$ cat config.mk
export PLATFORM = sky130hd
export DESIGN_NAME = ff_test_sequencer_flat
export DESIGN_NICKNAME = d
export VERILOG_FILES = /design/src/rtl/ff_test_sequencer_if.sv /design/src/rtl/ff_test_sequencer.sv /design/src/flat_wrapper.sv
export SDC_FILE = /design/constraint.sdc
export NUM_CORES = 1
export LEC_CHECK = 0
export CAP_MARGIN = 20
export CELL_PAD_IN_SITES_DETAIL_PLACEMENT = 1
export CELL_PAD_IN_SITES_GLOBAL_PLACEMENT = 1
export CORE_AREA = 2 2 59 61
export DETAILED_ROUTE_END_ITERATION = 10
export DIE_AREA = 0 0 61 63
export PLACE_DENSITY = 0.83
export RECOVER_POWER = 25
export SLEW_MARGIN = 5
export SYNTH_ARGS = -nofsm -noshare
export SYNTH_HDL_FRONTEND = slang
export SYNTH_SLANG_ARGS = --single-unit
$ cat constraint.sdc
create_clock -name clk -period 4.4 [get_ports clk]
set_clock_uncertainty 0.2 [all_clocks]
set_input_delay 0.44 -clock clk [delete_from_list [all_inputs] [get_ports clk]]
set_output_delay 0.44 -clock clk [all_outputs]
set_load 0.005 [all_outputs]
$ cat src/rtl/ff_test_sequencer_if.sv
// Bundle between the flip-flop test sequencer, its host and the flip-flop bank.
// The master side (host/bench) drives the run request and the flip-flop outputs.
interface ff_test_sequencer_if;
  logic       start;
  logic [1:0] mode;
  logic       ff_rst;
  logic       d, j, k, t;
  logic       q_d, q_jk, q_t;
  logic       busy, done, pass;
  logic [2:0] err_step;

  modport master (
    output start, mode, q_d, q_jk, q_t,
    input  ff_rst, d, j, k, t, busy, done, pass, err_step
  );
  modport slave (
    input  start, mode, q_d, q_jk, q_t,
    output ff_rst, d, j, k, t, busy, done, pass, err_step
  );
endinterface

$ cat src/rtl/ff_test_sequencer.sv
// Sequencer that resets a D/JK/T flip-flop bank, drives a fixed six-step
// stimulus table into the selected flip-flop and checks its Q after settling.
module ff_test_sequencer #(
  parameter int SETTLE_CYC = 2
) (
  input logic              clk,
  input logic              rst,
  ff_test_sequencer_if.slave bus
);
  typedef enum logic [2:0] {
    S_IDLE, S_INIT, S_INIT_CHK, S_DRIVE, S_SETTLE, S_CHECK, S_DONE
  } state_t;

  // Step tables, bit s = step s.
  localparam logic [5:0] D_STIM  = 6'b001101;
  localparam logic [5:0] D_EXP   = 6'b001101;
  localparam logic [5:0] J_STIM  = 6'b101101;
  localparam logic [5:0] K_STIM  = 6'b001110;
  localparam logic [5:0] JK_EXP  = 6'b100101;
  localparam logic [5:0] T_STIM  = 6'b101101;
  localparam logic [5:0] T_EXP   = 6'b011011;

  state_t     r_state, w_state_nxt;
  logic [1:0] r_mode;
  logic [2:0] r_step;
  logic [3:0] r_cnt;
  logic       r_pass;
  logic [2:0] r_err;
  logic       w_q_sel, w_exp, w_d_val;

  always_comb begin
    w_q_sel = 1'b0;
    w_exp   = 1'b0;
    w_d_val = 1'b0;
    case (r_mode)
      2'b00: begin w_q_sel = bus.q_d;  w_exp = D_EXP[r_step]; w_d_val = D_STIM[r_step]; end
      2'b01: begin w_q_sel = bus.q_jk; w_exp = JK_EXP[r_step]; end
      2'b10: begin w_q_sel = bus.q_t;  w_exp = T_EXP[r_step]; end
      default: ;
    endcase
  end

  always_comb begin
    w_state_nxt  = r_state;
    bus.ff_rst   = 1'b0;
    bus.d        = 1'b0;
    bus.j        = 1'b0;
    bus.k        = 1'b0;
    bus.t        = 1'b0;
    bus.busy     = 1'b1;
    bus.done     = 1'b0;
    case (r_state)
      S_IDLE: begin
        bus.busy = 1'b0;
        if (bus.start) w_state_nxt = (bus.mode == 2'b11) ? S_DONE : S_INIT;
      end
      S_INIT: begin
        bus.ff_rst = 1'b1;
        if (r_cnt == 4'd1) w_state_nxt = S_INIT_CHK;
      end
      S_INIT_CHK: w_state_nxt = w_q_sel ? S_DONE : S_DRIVE;
      S_DRIVE: begin
        bus.d = w_d_val;
        bus.j = (r_mode == 2'b01) & J_STIM[r_step];
        bus.k = (r_mode == 2'b01) & K_STIM[r_step];
        bus.t = (r_mode == 2'b10) & T_STIM[r_step];
        w_state_nxt = S_SETTLE;
      end
      S_SETTLE: begin
        bus.d = w_d_val;
        if (r_cnt == 4'(SETTLE_CYC - 1)) w_state_nxt = S_CHECK;
      end
      S_CHECK: begin
        bus.d = w_d_val;
        w_state_nxt = ((w_q_sel != w_exp) || (r_step == 3'd5)) ? S_DONE : S_DRIVE;
      end
      S_DONE: begin
        bus.busy    = 1'b0;
        bus.done    = 1'b1;
        w_state_nxt = S_IDLE;
      end
      default: w_state_nxt = S_IDLE;
    endcase
  end

  always_ff @(posedge clk) begin
    if (!rst) begin
      r_state <= S_IDLE;
      r_mode  <= 2'b00;
      r_step  <= 3'd0;
      r_cnt   <= 4'd0;
      r_pass  <= 1'b0;
      r_err   <= 3'd0;
    end else begin
      r_state <= w_state_nxt;
      // r_cnt times both the INIT hold and the SETTLE hold.
      if (r_state != w_state_nxt)                      r_cnt <= 4'd0;
      else if (r_state == S_INIT || r_state == S_SETTLE) r_cnt <= r_cnt + 4'd1;
      case (r_state)
        S_IDLE: if (bus.start) begin
          r_mode <= bus.mode;
          r_pass <= 1'b0;
          r_err  <= (bus.mode == 2'b11) ? 3'd6 : 3'd0;
        end
        S_INIT_CHK: if (w_q_sel) r_err <= 3'd7;
        S_CHECK: begin
          if (w_q_sel != w_exp) begin
            r_err  <= r_step;
            r_step <= 3'd0;
          end else if (r_step == 3'd5) begin
            r_pass <= 1'b1;
            r_step <= 3'd0;
          end else begin
            r_step <= r_step + 3'd1;
          end
        end
        default: ;
      endcase
    end
  end

  assign bus.pass     = r_pass;
  assign bus.err_step = r_err;
endmodule

$ cat src/flat_wrapper.sv
// flat-port wrapper written by rule: the top's interface ports become plain ports
module ff_test_sequencer_flat 
#(
  parameter int SETTLE_CYC = 2
)
  (clk, rst, bus_start, bus_mode, bus_q_d, bus_q_jk, bus_q_t, bus_ff_rst, bus_d, bus_j, bus_k, bus_t, bus_busy, bus_done, bus_pass, bus_err_step);
  ff_test_sequencer_if bus_i ();
  input logic clk;
  input logic rst;
  input wire logic [$bits(bus_i.start)-1:0] bus_start;
  input wire logic [$bits(bus_i.mode)-1:0] bus_mode;
  input wire logic [$bits(bus_i.q_d)-1:0] bus_q_d;
  input wire logic [$bits(bus_i.q_jk)-1:0] bus_q_jk;
  input wire logic [$bits(bus_i.q_t)-1:0] bus_q_t;
  output wire logic [$bits(bus_i.ff_rst)-1:0] bus_ff_rst;
  output wire logic [$bits(bus_i.d)-1:0] bus_d;
  output wire logic [$bits(bus_i.j)-1:0] bus_j;
  output wire logic [$bits(bus_i.k)-1:0] bus_k;
  output wire logic [$bits(bus_i.t)-1:0] bus_t;
  output wire logic [$bits(bus_i.busy)-1:0] bus_busy;
  output wire logic [$bits(bus_i.done)-1:0] bus_done;
  output wire logic [$bits(bus_i.pass)-1:0] bus_pass;
  output wire logic [$bits(bus_i.err_step)-1:0] bus_err_step;
  assign bus_i.start = bus_start;
  assign bus_i.mode = bus_mode;
  assign bus_i.q_d = bus_q_d;
  assign bus_i.q_jk = bus_q_jk;
  assign bus_i.q_t = bus_q_t;
  assign bus_ff_rst = bus_i.ff_rst;
  assign bus_d = bus_i.d;
  assign bus_j = bus_i.j;
  assign bus_k = bus_i.k;
  assign bus_t = bus_i.t;
  assign bus_busy = bus_i.busy;
  assign bus_done = bus_i.done;
  assign bus_pass = bus_i.pass;
  assign bus_err_step = bus_i.err_step;
  ff_test_sequencer #(.SETTLE_CYC(SETTLE_CYC)) u_core (.clk(clk), .rst(rst), .bus(bus_i));
endmodule
==> flow_metrics.py, run 1 <==
metrics = {
    "status": {
        "status": "complete, no violations",
    },
    "timing": {
        "finalCritPeriodShare_pct": 66.5,
        "timing.hold.ws_ns": 0.355,
        "rsz0062_at_grt": "false",
        "worst_pin_slew_ns": 1.24,
        "slew_headroom_pct": 16.0,
        "tns_ns": 0,
        "finalMaxSlewViolations": 0,
        "fmax_mhz": 342,
        "period_minus_slack_ns": 2.93,
        "setup_viol": 0,
        "hold_viol_final": 0,
    },
    "worst_hold_path": {
        "min_path_type": "reg -> reg",
        "min_path_cells": 3,
    },
    "clock_tree": {
        "cts-htree-levels": 1,
        "clk_pin_slew_ns": 0.12,
        "cts_setup_buffers": 0,
        "clk_latency_ns": 0.31,
        "root_buffer": "clkbuf_4",
        "cts_tree": "yes",
        "post_cts_resized": 0,
        "clkSinkCount": 21,
        "clockBufferDepth": 2,
        "cts-hold-fix-buffers": 0,
        "cts_buffers": 3,
    },
    "yosys": {
        "synth_compound_area_share_pct": 22.2,
        "synthCells": 164,
        "yosys-mux-area-fraction_pct": 4.58,
        "synth_top_area_share_pct": 32.1,
        "async_reset_ff_share_pct": 0,
        "yosysWarnings": 0,
        "synth_seq_cells": 21,
        "syn_area_um2": 1310,
        "synthSimpleGateAreaFrac_pct": 28.8,
        "synth_edf_count": 0,
        "synth_nets": 174,
        "yosys.area_share.adder_pct": 1.91,
        "seq_area_frac_synth_pct": 32.1,
        "synth_largest_area_cell": "dfxtp_1",
        "synth_area_per_cell_um2": 8.00,
        "synth_top_family_by_area": "simple AND/OR/NAND/NOR gates",
        "synth.distinct_cells": 44,
        "synth_area_leaders": "dfxtp_1 (32%), nand2_1 (5.4%), nor2_1 (5.4%), mux2i_1 (4.6%), a21oi_1 (4.2%)",
        "synth-xor-area-share_pct": 4.01,
        "ys.flop_type": "dfxtp_1",
    },
    "global_routing": {
        "grt.overflow.total": 0,
        "grt_pass1_vias": 1251,
        "grt_first_pass_wirelength_um": 5980,
        "grt_max_degree": 19,
        "grt_antenna_before_repair": 0,
        "track_usage_pct": 20.2,
    },
    "drt": {
        "via_count": 1207,
        "drtPass1Iterations": 4,
        "routedWlPerCell_um": 15.8,
        "vias_per_cell": 5.44,
        "drt_iter0_drc": 27,
        "finalWirelength_um": 3510,
        "drtAntennaViolNets": 0,
        "remaining_drc_errors": 0,
    },
    "floorplan": {
        "io_pins": 19,
        "rows": 21,
        "initial_core_util_pct": 40.6,
        "die_x_um": 61,
        "dieHeight_um": 63,
        "coreArea_um2": 3230,
        "die_area_um2": 3840,
    },
    "setup_path": {
        "cp_max_fo": 18,
        "start_kind": "register",
        "arrival_ns": 2.29,
        "worstRegToRegCells": 5,
        "required_ns": 3.76,
        "end_kind": "output port",
        "path_class": "reg -> out",
    },
    "pwr": {
        "p_per_area_nw_per_um2": 364,
        "vdd_ir_drop_max_v": 0.000127,
        "power.leakage_nw": 0.532,
    },
    "placed_design": {
        "gp_congestion": 0.873,
        "dp_hpwl_um": 2750,
        "port_buffers": 18,
    },
    "cells_and_area": {
        "drive_above_1_share_pct": 7.39,
        "diodes": 0,
        "multiInputGateArea_um2": 792,
        "layout.cells.most_common_list": "dfxtp_1 (21), nand2_1 (19), nor2_1 (19), clkdlybuf4s50_1 (13), a21oi_1 (11)",
        "regArea_um2": 420,
        "area_growth_pct": 14.4,
        "mostFrequentLayoutCell": "dfxtp_1",
        "nNetsFinal": 187,
        "fill_cells": 413,
    },
    "job": {
        "maxCapViolations": 0,
    },
}
[worst max-delay path, stage by stage, from the launching register on]
cell	delay, ns
dfxtp_1	0.68
nor2b_1	0.43
nand2_1	0.15
a21oi_1	0.20
clkdlybuf4s50_1	0.52
[synth_stat cells (2+ instances only)]
cell type / number
inv_1: 5
xnor2_1: 4
o221a_2: 3
ha_1: 2
nand3b_1: 2
xor2_1: 2
nor3_1: 6
or3_1: 2
a211oi_1: 2
or2_2: 3
clkbuf_1: 4
nand2_1: 19
nand2b_1: 5
a21oi_1: 11
a2111oi_0: 2
nor2_1: 19
mux2i_1: 6
o21a_1: 3
o221ai_1: 4
and2_1: 2
nand3_1: 3
dfxtp_1: 21
o21ai_0: 7
nor2b_1: 4
buf_4: 4
[metal layers]
layer  global-route usage, %  wire (um)
met1                    26.4       1520
met4                    5.98         40
met2                    34.3       1910
met3                    1.86         44
met5                       0          0
[stage by stage]
stage / setup slack [ns] / power, mW / utilization (%) / instance area (um^2) / cells
finish: 1.47 / 0.546 / 46.4 / 1500 / 222
global route: 1.27 / 0.586 / 46.4 / 1500 / 222
CTS: 1.42 / 0.559 / 46.9 / 1520 / 222
detailed placement: 1.78 / 0.463 / 46.0 / 1490 / 218
global placement: 1.84 / 0.454 / 46.0 / 1490 / 218
floorplan: 2.46 / 0.397 / - / 1310 / 164
[worst paths after layout]
check                                        from         endpoint  slack (ns)
worst max register to register  u_core.r_state[0]  u_core.r_cnt[2]        1.65
worst min register to register    u_core.bus.pass  u_core.bus.pass        0.35
worst min-delay path              u_core.bus.pass  u_core.bus.pass        0.35
worst max-delay path            u_core.r_state[0]            bus_d        1.47
[power breakdown]
part | internal, mW | switching [mW] | leakage (nW)
registers | 0.210 | 0.0346 | 0.171
logic | 0.0978 | 0.107 | 0.344
clock network | 0.0339 | 0.0617 | 0.0177
total | 0.342 | 0.204 | 0.532
[area by class of cell]
cell class	count	area share, %
clock buffers	3	1.50
repair buffers	18	12.0
well taps	46	3.84
clock inverters	1	0.334
multi-input cells	127	52.8
inverters	6	1.50
flip-flops and latches	21	28.0
[logic make-up after synthesis]
family          count (synthesis)
flops                          21
mux                             6
xor+xnor                        6
fa+ha+maj                       2
buf+inv                        16
compound gates                 41
simple gates                   72
(Power assumes the default switching activity.)
==> run 2: changes to the inputs <==
--- a/config.mk
+++ b/config.mk
@@ -8,10 +8,10 @@
 export CAP_MARGIN = 20
 export CELL_PAD_IN_SITES_DETAIL_PLACEMENT = 1
 export CELL_PAD_IN_SITES_GLOBAL_PLACEMENT = 1
-export CORE_AREA = 2 2 59 61
+export CORE_AREA = 2 2 65 67
 export DETAILED_ROUTE_END_ITERATION = 10
-export DIE_AREA = 0 0 61 63
-export PLACE_DENSITY = 0.83
+export DIE_AREA = 0 0 67 69
+export PLACE_DENSITY = 0.73
 export RECOVER_POWER = 25
 export SLEW_MARGIN = 5
 export SYNTH_ARGS = -nofsm -noshare
==> constraint.sdc (replaced) <==
create_clock -name clk -period 2.55 [get_ports clk]
set_clock_uncertainty 0.2 [all_clocks]
set_input_delay 0.255 -clock clk [delete_from_list [all_inputs] [get_ports clk]]
set_output_delay 0.255 -clock clk [all_outputs]
set_load 0.005 [all_outputs]
==> run 2 against run 1 <==
  * Register-to-register slack got worse by 1.3 ns
  * Utilization decreased by 6.2 points
  * Die area increased by 20%
  * Combinational power increased by 89%
  * Total power increased by 89%
  * Global-route usage decreased by 3.1 points
  * Non-clock buffer count increased by 4
  * First-iteration DRC count increased to 2.6 times the previous value
  * Critical path depth unchanged
  * Final area increased by 4.9%
  * Sequential share of layout area decreased by 1.3 points
  * Sequential cell count unchanged
  * Critical path type unchanged
  * Critical endpoint unchanged
  * Largest power group unchanged
==> flow_metrics.py, run 2 (synthesis results as in run 1) <==
metrics = {
    "drt": {
        "remaining_drc_errors": 0,
        "vias_per_cell": 5.34,
        "via_count": 1229,
        "routedWlPerCell_um": 15.8,
        "drtPass1Iterations": 4,
        "drt_iter0_drc": 70,
        "finalWirelength_um": 3640,
        "drtAntennaViolNets": 0,
    },
    "setup_path": {
        "critPathSlowestCell": "dfxtp_1",
        "crit_chain": "inv_1 > nand2_1 > a21oi_1 > clkdlybuf4s50_1",
        "end_kind": "output port",
        "path_class": "reg -> out",
        "start_kind": "register",
        "arrival_ns": 1.85,
        "worstRegToRegCells": 7,
        "path_buf_inv": 2,
        "critPathLaunch": "u_core.r_state[1]",
        "required_ns": 2.10,
        "crit_cells": 4,
        "worstReg2RegStart": "u_core.r_cnt[1]",
        "critPathTopFamily": "buffers and inverters",
        "cpPeakStageDelay_ns": 0.62,
        "cp_max_fo": 10,
    },
    "global_routing": {
        "grt_max_degree": 15,
        "grt_first_pass_wirelength_um": 6160,
        "grt_pass1_vias": 1302,
        "track_usage_pct": 17.1,
        "grt_antenna_before_repair": 0,
        "grt.overflow.total": 0,
    },
    "cells_and_area": {
        "layout.cells.most_common_list": "dfxtp_1 (21), nand2_1 (19), nor2_1 (19), clkdlybuf4s50_1 (14), a21oi_1 (11)",
        "diodes": 0,
        "post-route-util_pct": 40.2,
        "area_growth_pct": 20.0,
        "drive_above_1_share_pct": 10.6,
        "fin_cells": 230,
        "mostFrequentLayoutCell": "dfxtp_1",
        "nNetsFinal": 191,
    },
    "timing": {
        "hold_viol_final": 0,
        "tns_ns": 0,
        "setup_viol": 0,
        "rsz0062_at_grt": "false",
        "finalCritPeriodShare_pct": 90.4,
        "fmax_mhz": 434,
        "timing.hold.ws_ns": 0.343,
        "period_minus_slack_ns": 2.30,
        "setup_slack_ns": 0.245,
        "worst_pin_slew_ns": 0.613,
        "finalMaxSlewViolations": 0,
        "slew_headroom_pct": 58.8,
    },
    "floorplan": {
        "coreArea_um2": 3910,
        "die_x_um": 67,
        "io_pins": 19,
        "dieHeight_um": 69,
        "die_area_um2": 4620,
        "rows": 23,
        "initial_core_util_pct": 33.5,
    },
    "placed_design": {
        "dp_hpwl_um": 2830,
        "gp_congestion": 0.843,
        "pre_cts_slack_ns": 0.229,
        "place_inst": 226,
        "port_buffers": 18,
    },
    "pwr": {
        "p_per_area_nw_per_um2": 654,
        "vdd_ir_drop_max_v": 0.000216,
        "power.leakage_nw": 0.563,
    },
    "clock_tree": {
        "clkSinkCount": 21,
        "clockBufferDepth": 2,
        "cts_tree": "yes",
        "clk_pin_slew_ns": 0.08,
        "clk_latency_ns": 0.27,
        "cts_buffers": 3,
        "root_buffer": "clkbuf_8",
        "cts-htree-levels": 1,
    },
    "worst_hold_path": {
        "min_path_cells": 1,
        "min_path_type": "reg -> reg",
        "min_from": "u_core.bus.err_step[0]",
    },
    "job": {
        "maxCapViolations": 0,
    },
    "status": {
        "status": "complete, no violations",
    },
}
-- run 2: routing by layer --
metal / track usage [%] / wire [um] / up-vias
met1: 22.7 / 1680 / 601
met2: 28.2 / 1840 / 12
met3: 2.45 / 74 / 4
met5: 0 / 0 / -
met4: 5.22 / 42 / 0
li1: - / - / 612
-- run 2: what timing repair did --
item                       CTS  global route
hold buffers                 0             0
setup endpoints to repair    0             2
resized for setup            0             1
buffers inserted             0             0
-- run 2: area by class of cell --
type	instances	area, um^2
fill	482	2340
clock buffer	3	41.3
timing repair buffer	22	210
multi-input combinational	127	810
tap	50	62.6
sequential	21	420
inverter	6	22.5
clock inverter	1	7.51
-- run 2: stage by stage --
stage | instance area (um^2) | total power [mW]
2_1_floorplan | 1310 | 0.684
3_3_place_gp | 1520 | 0.797
3_5_place_dp | 1520 | 0.812
4_1_cts | 1570 | 1.04
5_1_grt | 1570 | 1.10
6_report | 1570 | 1.03
-- run 2: report_power, final --
group / internal [mW] / switching (mW) / total, mW
combinational: 0.183 / 0.204 / 0.387
sequential: 0.363 / 0.0502 / 0.413
clock: 0.111 / 0.118 / 0.229
total: 0.657 / 0.373 / 1.03
-- run 2: final timing paths --
check | end | slack [ns]
worst max-delay path | bus_d | 0.25
worst min register to register | u_core.bus.err_step[0] | 0.34
worst min-delay path | u_core.bus.err_step[0] | 0.34
worst max register to register | u_core.r_cnt[1] | 0.40
==> run 3: changes to the inputs <==
--- a/config.mk
+++ b/config.mk
@@ -13,6 +13,7 @@
 export DIE_AREA = 0 0 67 69
 export PLACE_DENSITY = 0.73
 export RECOVER_POWER = 25
+export REMOVE_ABC_BUFFERS = 1
 export SLEW_MARGIN = 5
 export SYNTH_ARGS = -nofsm -noshare
 export SYNTH_HDL_FRONTEND = slang
==> run 3 against run 2 <==
  * Utilization decreased by 0.13 points
  * Global-route usage increased by 0.61 points
  * Critical path type unchanged
  * Critical path depth unchanged
  * Die area unchanged
  * Largest power group unchanged
  * Routed wire length increased by 4.9%
==> flow_metrics.py, run 3 (synthesis results as in run 1) <==
metrics = {
    "drt": {
        "routedWlPerCell_um": 16.5,
        "drtAntennaViolNets": 0,
        "drtPass1Iterations": 4,
        "drt_iter0_drc": 55,
        "remaining_drc_errors": 0,
        "via_count": 1258,
        "vias_per_cell": 5.45,
        "finalWirelength_um": 3820,
    },
    "timing": {
        "setup_slack_ns": 0.230,
        "fmax_mhz": 431,
        "hold_viol_final": 0,
        "timing.hold.ws_ns": 0.338,
        "rsz0062_at_grt": "false",
        "finalCritPeriodShare_pct": 91.0,
        "slew_headroom_pct": 52.2,
        "setup_viol": 0,
        "worst_pin_slew_ns": 0.715,
        "tns_ns": 0,
        "finalMaxSlewViolations": 0,
        "period_minus_slack_ns": 2.32,
    },
    "global_routing": {
        "grt_first_pass_wirelength_um": 6350,
        "grt.overflow.total": 0,
        "track_usage_pct": 17.7,
        "grt_pass1_vias": 1305,
        "grt_antenna_before_repair": 0,
        "grt_max_degree": 16,
    },
    "clock_tree": {
        "clk_pin_slew_ns": 0.08,
        "cts-hold-fix-buffers": 0,
        "clk_latency_ns": 0.26,
        "clockBufferDepth": 2,
        "clkSinkCount": 21,
        "cts_buffers": 3,
        "cts_tree": "yes",
        "cts-htree-levels": 1,
        "root_buffer": "clkbuf_8",
    },
    "floorplan": {
        "initial_core_util_pct": 33.5,
        "die_x_um": 67,
        "io_pins": 19,
        "die_area_um2": 4620,
        "dieHeight_um": 69,
        "rows": 23,
        "coreArea_um2": 3910,
    },
    "cells_and_area": {
        "design_area_um2": 1570,
        "layout.cells.most_common_list": "dfxtp_1 (21), nand2_1 (19), nor2_1 (19), clkdlybuf4s50_1 (14), a21oi_1 (11)",
        "area_growth_pct": 19.7,
        "multiInputGateArea_um2": 801,
        "regArea_um2": 420,
        "fill_cells": 503,
        "mostFrequentLayoutCell": "dfxtp_1",
        "fin_cells": 231,
        "drive_above_1_share_pct": 10.5,
        "diodes": 0,
        "post-route-util_pct": 40.1,
        "nNetsFinal": 192,
    },
    "setup_path": {
        "required_ns": 2.10,
        "end_kind": "output port",
        "arrival_ns": 1.87,
        "start_kind": "register",
        "path_class": "reg -> out",
        "cp_max_fo": 10,
    },
    "job": {
        "maxCapViolations": 0,
    },
    "placed_design": {
        "place_inst": 227,
        "dpl_cell_area_um2": 1530,
        "dp_hpwl_um": 2980,
        "port_buffers": 18,
        "gp_congestion": 0.798,
        "pre_cts_slack_ns": 0.180,
    },
    "status": {
        "status": "complete, no violations",
    },
    "pwr": {
        "p_total_mw": 1.02,
        "vdd_ir_drop_max_v": 0.000284,
        "power.leakage_nw": 0.564,
        "p_per_area_nw_per_um2": 651,
    },
    "worst_hold_path": {
        "min_path_type": "reg -> reg",
    },
}
## run 3: cell count changes in the layout (fill, tap and decap cells not counted), sizes merged
cell	previous run	this run
buf	4	5
clkbuf	3	4
clkinvlp	1	0
## run 3: layout make-up
class                      instances  share of cell area [%]
timing repair buffer              23                    13.9
tap                               50                    3.99
inverter                           6                    1.44
sequential                        21                    26.8
multi-input combinational        127                    51.0
clock buffer                       4                    2.87
## run 3: final timing paths
kind / from / endpoint / slack, ns / cells past startpoint
worst max-delay path: u_core.r_state[1] / bus_d / 0.23 / 4
worst min-delay path: u_core.bus.err_step[1] / u_core.bus.err_step[1] / 0.34 / 1
worst max register to register: u_core.r_state[1] / u_core.r_cnt[0] / 0.27 / 5
worst min register to register: u_core.bus.err_step[1] / u_core.bus.err_step[1] / 0.34 / 1
## run 3: power breakdown
part / internal [mW] / total (mW) / switching, mW
registers: 0.363 / 0.412 / 0.0492
clock network: 0.111 / 0.219 / 0.107
logic: 0.184 / 0.390 / 0.207
## run 3: critical path: stages, from the launching register on
cell and delay (ns):
dfxtp_1 0.61, inv_1 0.27, nand2_1 0.19, a21oi_1 0.08, clkdlybuf4s50_1 0.46
## run 3: layer usage
layer	part of all wire (%)	track usage (%)	vias up
met5	0	0	-
met4	0.71	3.40	0
met3	4.1	2.12	3
met2	50	29.6	20
met1	45	24.2	621
li1	-	-	614
## run 3: timing repair
item,4_1_cts,5_1_grt
setup buffers,0,0
gates resized for setup,0,1
endpoints found under the setup margin,0,4
